`src/rtl/stroke_sequencer.sv`:
```
// Steps a glyph segment ROM, registers each segment and offers it downstream over valid/ready.
// Segment valid two cycles after start (plus pen-settle on pen change); holds while ready is low.
module stroke_sequencer #(
    parameter int PEN_SETTLE = 16,
    parameter int CW         = 8
) (
    input  logic          i_clk,
    input  logic          i_rst,
    input  logic          i_start,
    input  logic          i_abort,
    input  logic [4:0]    i_seg_count,
    output logic [4:0]    o_idx,
    output logic          o_rom_en,
    input  logic [CW-1:0] i_rom_start_x,
    input  logic [CW-1:0] i_rom_start_y,
    input  logic [CW-1:0] i_rom_end_x,
    input  logic [CW-1:0] i_rom_end_y,
    input  logic          i_rom_pen_down,
    output logic [CW-1:0] o_seg_start_x,
    output logic [CW-1:0] o_seg_start_y,
    output logic [CW-1:0] o_seg_end_x,
    output logic [CW-1:0] o_seg_end_y,
    output logic          o_seg_pen_down,
    output logic          o_seg_valid,
    input  logic          i_seg_ready,
    output logic          o_pen_state,
    output logic          o_busy,
    output logic          o_done
);

    localparam int            SW          = (PEN_SETTLE > 1) ? $clog2(PEN_SETTLE) : 1;
    localparam logic [SW-1:0] SETTLE_LOAD = SW'((PEN_SETTLE > 0) ? (PEN_SETTLE - 1) : 0);

    typedef enum logic [2:0] {
        S_IDLE,
        S_FETCH,
        S_SETTLE,
        S_PRESENT,
        S_FINISH
    } state_t;

    state_t        r_state;
    state_t        w_next;
    logic [4:0]    r_idx;
    logic [4:0]    r_cnt_q;
    logic [SW-1:0] r_settle;
    logic [CW-1:0] r_sx;
    logic [CW-1:0] r_sy;
    logic [CW-1:0] r_ex;
    logic [CW-1:0] r_ey;
    logic          r_spd;
    logic          r_pen;

    logic          w_pen_change;
    logic          w_last;
    logic          w_cancel;

    // A zero settle time means pen changes never cost extra cycles.
    assign w_pen_change = (i_rom_pen_down != r_pen) && (PEN_SETTLE > 0);
    assign w_last       = (r_idx == (r_cnt_q - 5'd1));
    assign w_cancel     = i_abort && (r_state != S_IDLE);

    always_ff @(posedge i_clk or posedge i_rst) begin
        if (i_rst) begin
            r_state <= S_IDLE;
        end else begin
            r_state <= w_next;
        end
    end

    always_comb begin
        w_next      = r_state;
        o_rom_en    = 1'b0;
        o_seg_valid = 1'b0;
        o_done      = 1'b0;
        o_busy      = 1'b1;
        unique case (r_state)
            S_IDLE: begin
                o_busy = 1'b0;
                if (i_start) begin
                    w_next = (i_seg_count == 5'd0) ? S_FINISH : S_FETCH;
                end
            end
            S_FETCH: begin
                o_rom_en = 1'b1;
                w_next   = w_pen_change ? S_SETTLE : S_PRESENT;
            end
            S_SETTLE: begin
                if (r_settle == '0) begin
                    w_next = S_PRESENT;
                end
            end
            S_PRESENT: begin
                o_seg_valid = 1'b1;
                if (i_seg_ready) begin
                    w_next = w_last ? S_FINISH : S_FETCH;
                end
            end
            S_FINISH: begin
                o_done = 1'b1;
                w_next = S_IDLE;
            end
            default: begin
                w_next = S_IDLE;
            end
        endcase
        // Abort wins over any handshake in the same cycle.
        if (w_cancel) begin
            w_next = S_IDLE;
        end
    end

    always_ff @(posedge i_clk or posedge i_rst) begin
        if (i_rst) begin
            r_idx    <= '0;
            r_cnt_q  <= '0;
            r_settle <= '0;
            r_sx     <= '0;
            r_sy     <= '0;
            r_ex     <= '0;
            r_ey     <= '0;
            r_spd    <= 1'b0;
            r_pen    <= 1'b0;
        end else begin
            unique case (r_state)
                S_IDLE: begin
                    r_idx <= '0;
                    if (i_start) begin
                        r_cnt_q <= i_seg_count;
                    end
                end
                S_FETCH: begin
                    if (!i_abort) begin
                        r_sx  <= i_rom_start_x;
                        r_sy  <= i_rom_start_y;
                        r_ex  <= i_rom_end_x;
                        r_ey  <= i_rom_end_y;
                        r_spd <= i_rom_pen_down;
                        r_pen <= i_rom_pen_down;
                        if (w_pen_change) begin
                            r_settle <= SETTLE_LOAD;
                        end
                    end
                end
                S_SETTLE: begin
                    if (r_settle != '0) begin
                        r_settle <= r_settle - SW'(1);
                    end
                end
                S_PRESENT: begin
                    if (i_seg_ready && !w_last && !i_abort) begin
                        r_idx <= r_idx + 5'd1;
                    end
                end
                S_FINISH: begin
                    r_idx <= '0;
                end
                default: begin
                    r_idx <= '0;
                end
            endcase
            if (w_cancel) begin
                r_idx <= '0;
            end
        end
    end

    assign o_idx          = r_idx;
    assign o_seg_start_x  = r_sx;
    assign o_seg_start_y  = r_sy;
    assign o_seg_end_x    = r_ex;
    assign o_seg_end_y    = r_ey;
    assign o_seg_pen_down = r_spd;
    assign o_pen_state    = r_pen;

endmodule

```
`config.mk`:
```
export PLATFORM = sky130hd
export DESIGN_NAME = stroke_sequencer
export DESIGN_NICKNAME = d
export VERILOG_FILES = /design/src/rtl/stroke_sequencer.sv
export SDC_FILE = /design/constraint.sdc
export NUM_CORES = 1
export LEC_CHECK = 0
export ABC_AREA = 1
export BUFFER_PORTS_ARGS = -buffer_cell sky130_fd_sc_hd__buf_2
export CAP_MARGIN = 20
export CORE_UTILIZATION = 35
export DETAILED_ROUTE_END_ITERATION = 12
export GPL_TIMING_DRIVEN = 0
export HOLD_SLACK_MARGIN = 0.15
export PLACE_DENSITY = 0.59
export SKIP_LAST_GASP = 1
export SYNTH_ARGS = -nofsm -noshare
export SYNTH_HDL_FRONTEND = slang
export SYNTH_SLANG_ARGS = --single-unit
export TNS_END_PERCENT = 10
```
`constraint.sdc`:
```
create_clock -name i_clk -period 5 [get_ports i_clk]
set_clock_uncertainty 0.15 [all_clocks]
set_input_delay 0.25 -clock i_clk [delete_from_list [all_inputs] [get_ports i_clk]]
set_output_delay 0.25 -clock i_clk [all_outputs]
set_load 0.005 [all_outputs]
```
# After elaboration in Yosys (flattened, before gate mapping)
# Cells that the tools add are included.
[totals]
inputBits = 43
wordCells = 63
output_inout_bits = 43
register_bits = 50
[op_classes]
n_mux = 19
eq_ne = 14
addsub = 3
n_bitwise = 1
reduce_logical = 17
[ops]
columns = ["operator", "count"]
rows = [
  ["3-bit 2-to-1 mux", 6],
  ["4-bit 2-to-1 mux", 3],
  ["3-bit != test, second input constant", 4],
  ["3-bit case mux with 4 select lines", 1],
  ["5-bit 2-to-1 mux", 2],
  ["5-bit case mux with 2 select lines", 1],
  ["4-bit case mux with 2 select lines", 1],
  ["3-bit by 2-bit equality test with 1-bit output, second input constant", 2],
  ["2-bit != test, second input constant", 3],
  ["2-bit AND reduction", 3],
  ["5-bit by 1-bit adder with 5-bit output, second input constant", 1],
  ["5-bit equality test", 1],
  ["5-bit zero test", 1],
  ["1-bit 2-to-1 mux", 5],
  ["5-bit by 1-bit subtractor with 5-bit output, second input constant", 1],
  ["4-bit zero test", 1],
  ["4-bit AND reduction", 1],
  ["4-bit nonzero test", 1],
  ["4-bit by 1-bit subtractor with 4-bit output, second input constant", 1],
  ["3-bit by 1-bit equality test with 1-bit output, second input constant", 1],
  ["3-bit equality test, second input constant", 1],
  ["1-bit logical AND", 3],
  ["3-bit zero test", 1],
  ["3-bit AND reduction", 1],
  ["other kinds (7)", 8],
]

# Logic depth before layout (Yosys ltp)
[logic_depth]
ltp_word = 8
mapped_depth = 13

# Worst setup path before layout
# No wires, ideal clock.
[synth_path]
kind = "register to register"
startpoint = "register r_cnt_q[0]"
endpoint = "register r_idx[2], in the netlist o_idx[2]"
setup_ps = 66
setup_slack_ps = 3368
arrival_time_ps = 1416
required_ps = 4784
period_less_slack_ps = 1632
path_stages_with_launch = 13
path_buffers = 0
path_cell_list = "dfrtp_1 inv_1 ha_1 inv_1 nand2_1 nand2_1 nor2_1 nand2_1 nor2_1 nand3_2 nand2_2 nand3_1 nand2_1"
[synth_between]
elab_chain_len = 7
[synth_rtl]
columns = ["item", "line_no", "text"]
rows = [
  ["start, declared", "45", "logic [4:0] r_cnt_q;"],
  ["start signal, assigned", "129", "r_cnt_q <= i_seg_count;"],
  ["5-bit by 1-bit subtractor with 5-bit output", "60", "assign w_last = (r_idx == (r_cnt_q - 5'd1));"],
  ["5-bit equality test", "60", ""],
  ["1-bit zero test", "151", "if (i_seg_ready && !w_last && !i_abort) begin"],
  ["1-bit logical AND (2 in a row)", "151", ""],
  ["3-bit != test (no source line)", "n/a", ""],
  ["2-bit AND reduction (no source line)", "n/a", ""],
  ["end signal, assigned", "152", "r_idx <= r_idx + 5'd1;"],
  ["end, declared", "44", "logic [4:0] r_idx;"],
]
# No other way between the ends.
# A chain may end at the register's enable or synchronous reset.

# Worst setup path in the final report
[layout_path]
startpoint = "register r_cnt_q[0]"
endpoint = "register r_idx[0], in the netlist o_idx[0]"
# Same word-level chain as after synthesis.

==> metrics.txt <==
first-pass detailed-route iteration total=4; clock-pin slew on the worst setup and hold paths=0.09 ns; largest net degree at the start of global routing=29; WL met3=132 µm; Max-Slew Margin vs Limit=66.1%; Max Cap Viol=0; routed length on met1=2650 µm; Syn Area/Cell=10.6 µm²; Initial Utilization=36.5%; FF+latch count, synth=50; Final setup violation count=0; gr usage total=16.0%; leakage power=1.93 nW; cts repair resizes=0; Die X=86.6 µm; CP max FO=6; WP buf/inv=2; vias after detailed routing=2065; most common cell after layout, fill and taps aside=buf_2; initial antenna violation count=0; post-synthesis cell count=237; IO buf count=85; residual DRC count=0; Hold Fails Final Rpt=0; global-route wire length before repair=9370 µm; Area Growth Syn to Fin=43.7%; met2 routed WL=2970 µm; number of clock sinks=50; cell area power density=510 mW/mm²; Syn. warnings=0; gr ovfl total=0; Seq/Total Area, Yosys=50.0%; Slew @ Worst Pin=0.508 ns; CTS root buf=clkbuf_8; I/O pin cnt=86; mapped cell area=0.00250 mm²; CP max-delay cell=dfrtp_1; postcts setup bufs=0; Core ar.=0.00687 mm²; Die Ht=86.6 µm; syn_nets=283; clk buf depth=2; CP most frequent cell=nand2_1; RSZ-0062 raised after global routing=false; most frequent cells in the layout=85 x buf_2, 51 x nand2_1, 50 x dfrtp_1, 42 x dlygate4sd3_1, 29 x mux2_4; crit start category=flop; dpl hpwl=4090 µm; Crit path arrival time=1.95 ns; Hold WC Path Type=flop to flop; Layout Nets=418; Rows=30; Final GP Congestion=0.741; top-area cell type share of the netlist area=50.0%; Slew Limit Fails=0; final wirelength=5840 µm; Final Cycle Share=37.2%; WL per Instance=12.5 µm; ANT nets after route=0; FMAX=537 MHz; CP Class=flop to flop; Worst setup EP type=flop; Distinct cells, synth=27; vias in the first global route=1927; critical path's top delay family=simple AND/OR/NAND/NOR gates; die footprint=0.00750 mm²; status=complete, no violations; crit path cell chain=inv_1 -> ha_1 -> inv_1 -> nand2_1 -> nand2_1 -> nor2_1 -> nand2_1 -> nor2_1 -> nand3_2 -> nand2_2 -> nand3_1 -> nand2_1; Vias/cell=4.41; H-tree depth=2; DR iter-0 viols=64; CP Data Required Time=5.09 ns; Max VDD drop=226 µV; Sum Neg Setup Slack=0 ns; Final Cell Area=0.00360 mm²; CP peak stage delay=0.38 ns; highest routed layer=met4; placed inst area=0.00307 mm²; top post-synthesis cells by area=dfrtp_1 50%, mux2_4 17%, nand2_1 7.6%; TritonCTS clock tree=done; ANT cells=0; Min Clock Period, post-route=1.86 ns; CTS Buf Count=5; clk_lat worst skew=0.30 ns; share of cells above drive strength 1=37.6%; cell taking the most area after synthesis=dfrtp_1
-- timing repair --
action                                  4_1_cts  5_1_grt
endpoints found under the hold margin        65        0
hold buffers                                 42        0
endpoints found under the setup margin        0        0
-- through the flow --
stage               setup WS, ns  power (mW)  utilization (%)  hold slack (ns)  cells
finish                      3.14        1.84             52.4            0.337    468
global route                2.97        1.98             52.4            0.371    468
CTS                         3.13        1.85             52.4            0.342    468
detailed placement          3.16        1.53             44.7            0.159    419
global placement            2.69        1.51             44.4            0.318    418
floorplan                   3.37        1.25                -            0.245    237
-- report_power, final --
group | leakage [nW] | internal, mW | switching (mW) | total, mW
sequential | 0.602 | 0.585 | 0.111 | 0.696
clock | 0.0542 | 0.147 | 0.135 | 0.282
combinational | 1.28 | 0.459 | 0.398 | 0.857
-- layer usage --
metal | GRT usage [%] | vias up
met5 | 0 | -
met4 | 5.61 | 0
met3 | 2.19 | 7
met2 | 26.4 | 37
met1 | 21.6 | 979
li1 | - | 1042
-- worst reg2reg max path, cell delays in order (launching register included) --
cell	delay, ns
dfrtp_1	0.38
inv_1	0.08
ha_1	0.30
inv_1	0.04
nand2_1	0.05
nand2_1	0.05
nor2_1	0.08
nand2_1	0.05
nor2_1	0.14
nand3_2	0.17
nand2_2	0.16
nand3_1	0.08
nand2_1	0.07
-- worst paths after layout --
kind / start / endpoint / slack (ns) / depth (start not counted)
min: r_settle[2] / r_settle[2] / 0.34 / 2
min in group asynchronous: i_rst / o_seg_start_x[5] / 0.38 / 3
max: r_cnt_q[0] / o_idx[0] / 3.14 / 12
max reg2reg: r_cnt_q[0] / o_idx[0] / 3.14 / 12
min reg2reg: r_settle[2] / r_settle[2] / 0.34 / 2
max in group asynchronous: i_rst / r_cnt_q[4] / 3.80 / 4
-- cells by family (layout without fill, tap and decap cells) --
logic type / after synthesis / in the layout / synth area share, %
AND/OR/NAND/NOR: 104 / 104 / 19.6
XOR/XNOR: 3 / 3 / 1.05
multiplexers: 33 / 33 / 19.2
buffers and inverters: 32 / 167 / 5.84
flip-flops: 50 / 50 / 50.0
adder cells (fa/ha/maj): 3 / 3 / 1.50
AO/OA/AOI/OAI: 12 / 12 / 2.90
-- cells in the mapped netlist (all sizes together) --
| library cell | instances |
|---|---|
| nand3 | 19 |
| a21oi | 5 |
| dfrtp | 50 |
| and2 | 1 |
| mux2 | 33 |
| ha | 3 |
| inv | 28 |
| a31oi | 1 |
| nand3b | 1 |
| xnor2 | 1 |
| or2 | 2 |
| nor3 | 6 |
| o21ai | 6 |
| nor2 | 16 |
| nand2 | 54 |
| xor2 | 2 |
| nand4 | 5 |
| buf | 4 |
-- state kept, by name, indices dropped and copies added (netlist names) --
register       count
o_seg_end_x        8
o_seg_end_y        8
o_seg_start_x      8
o_seg_start_y      8
o_idx              5
r_cnt_q            5
r_settle           4
r_state            3
o_pen_state        1
-- final cells by class --
type | count | area [µm²]
Multi-Input combinational cell | 155 | 1110
Fill cell | 634 | 3270
Clock inverter | 2 | 38.8
Sequential cell | 50 | 1250
Timing Repair Buffer | 128 | 866
Buffer | 4 | 41.3
Clock buffer | 5 | 68.8
Tap cell | 96 | 120
Inverter | 28 | 105
Power figures use the tool's default switching activity.
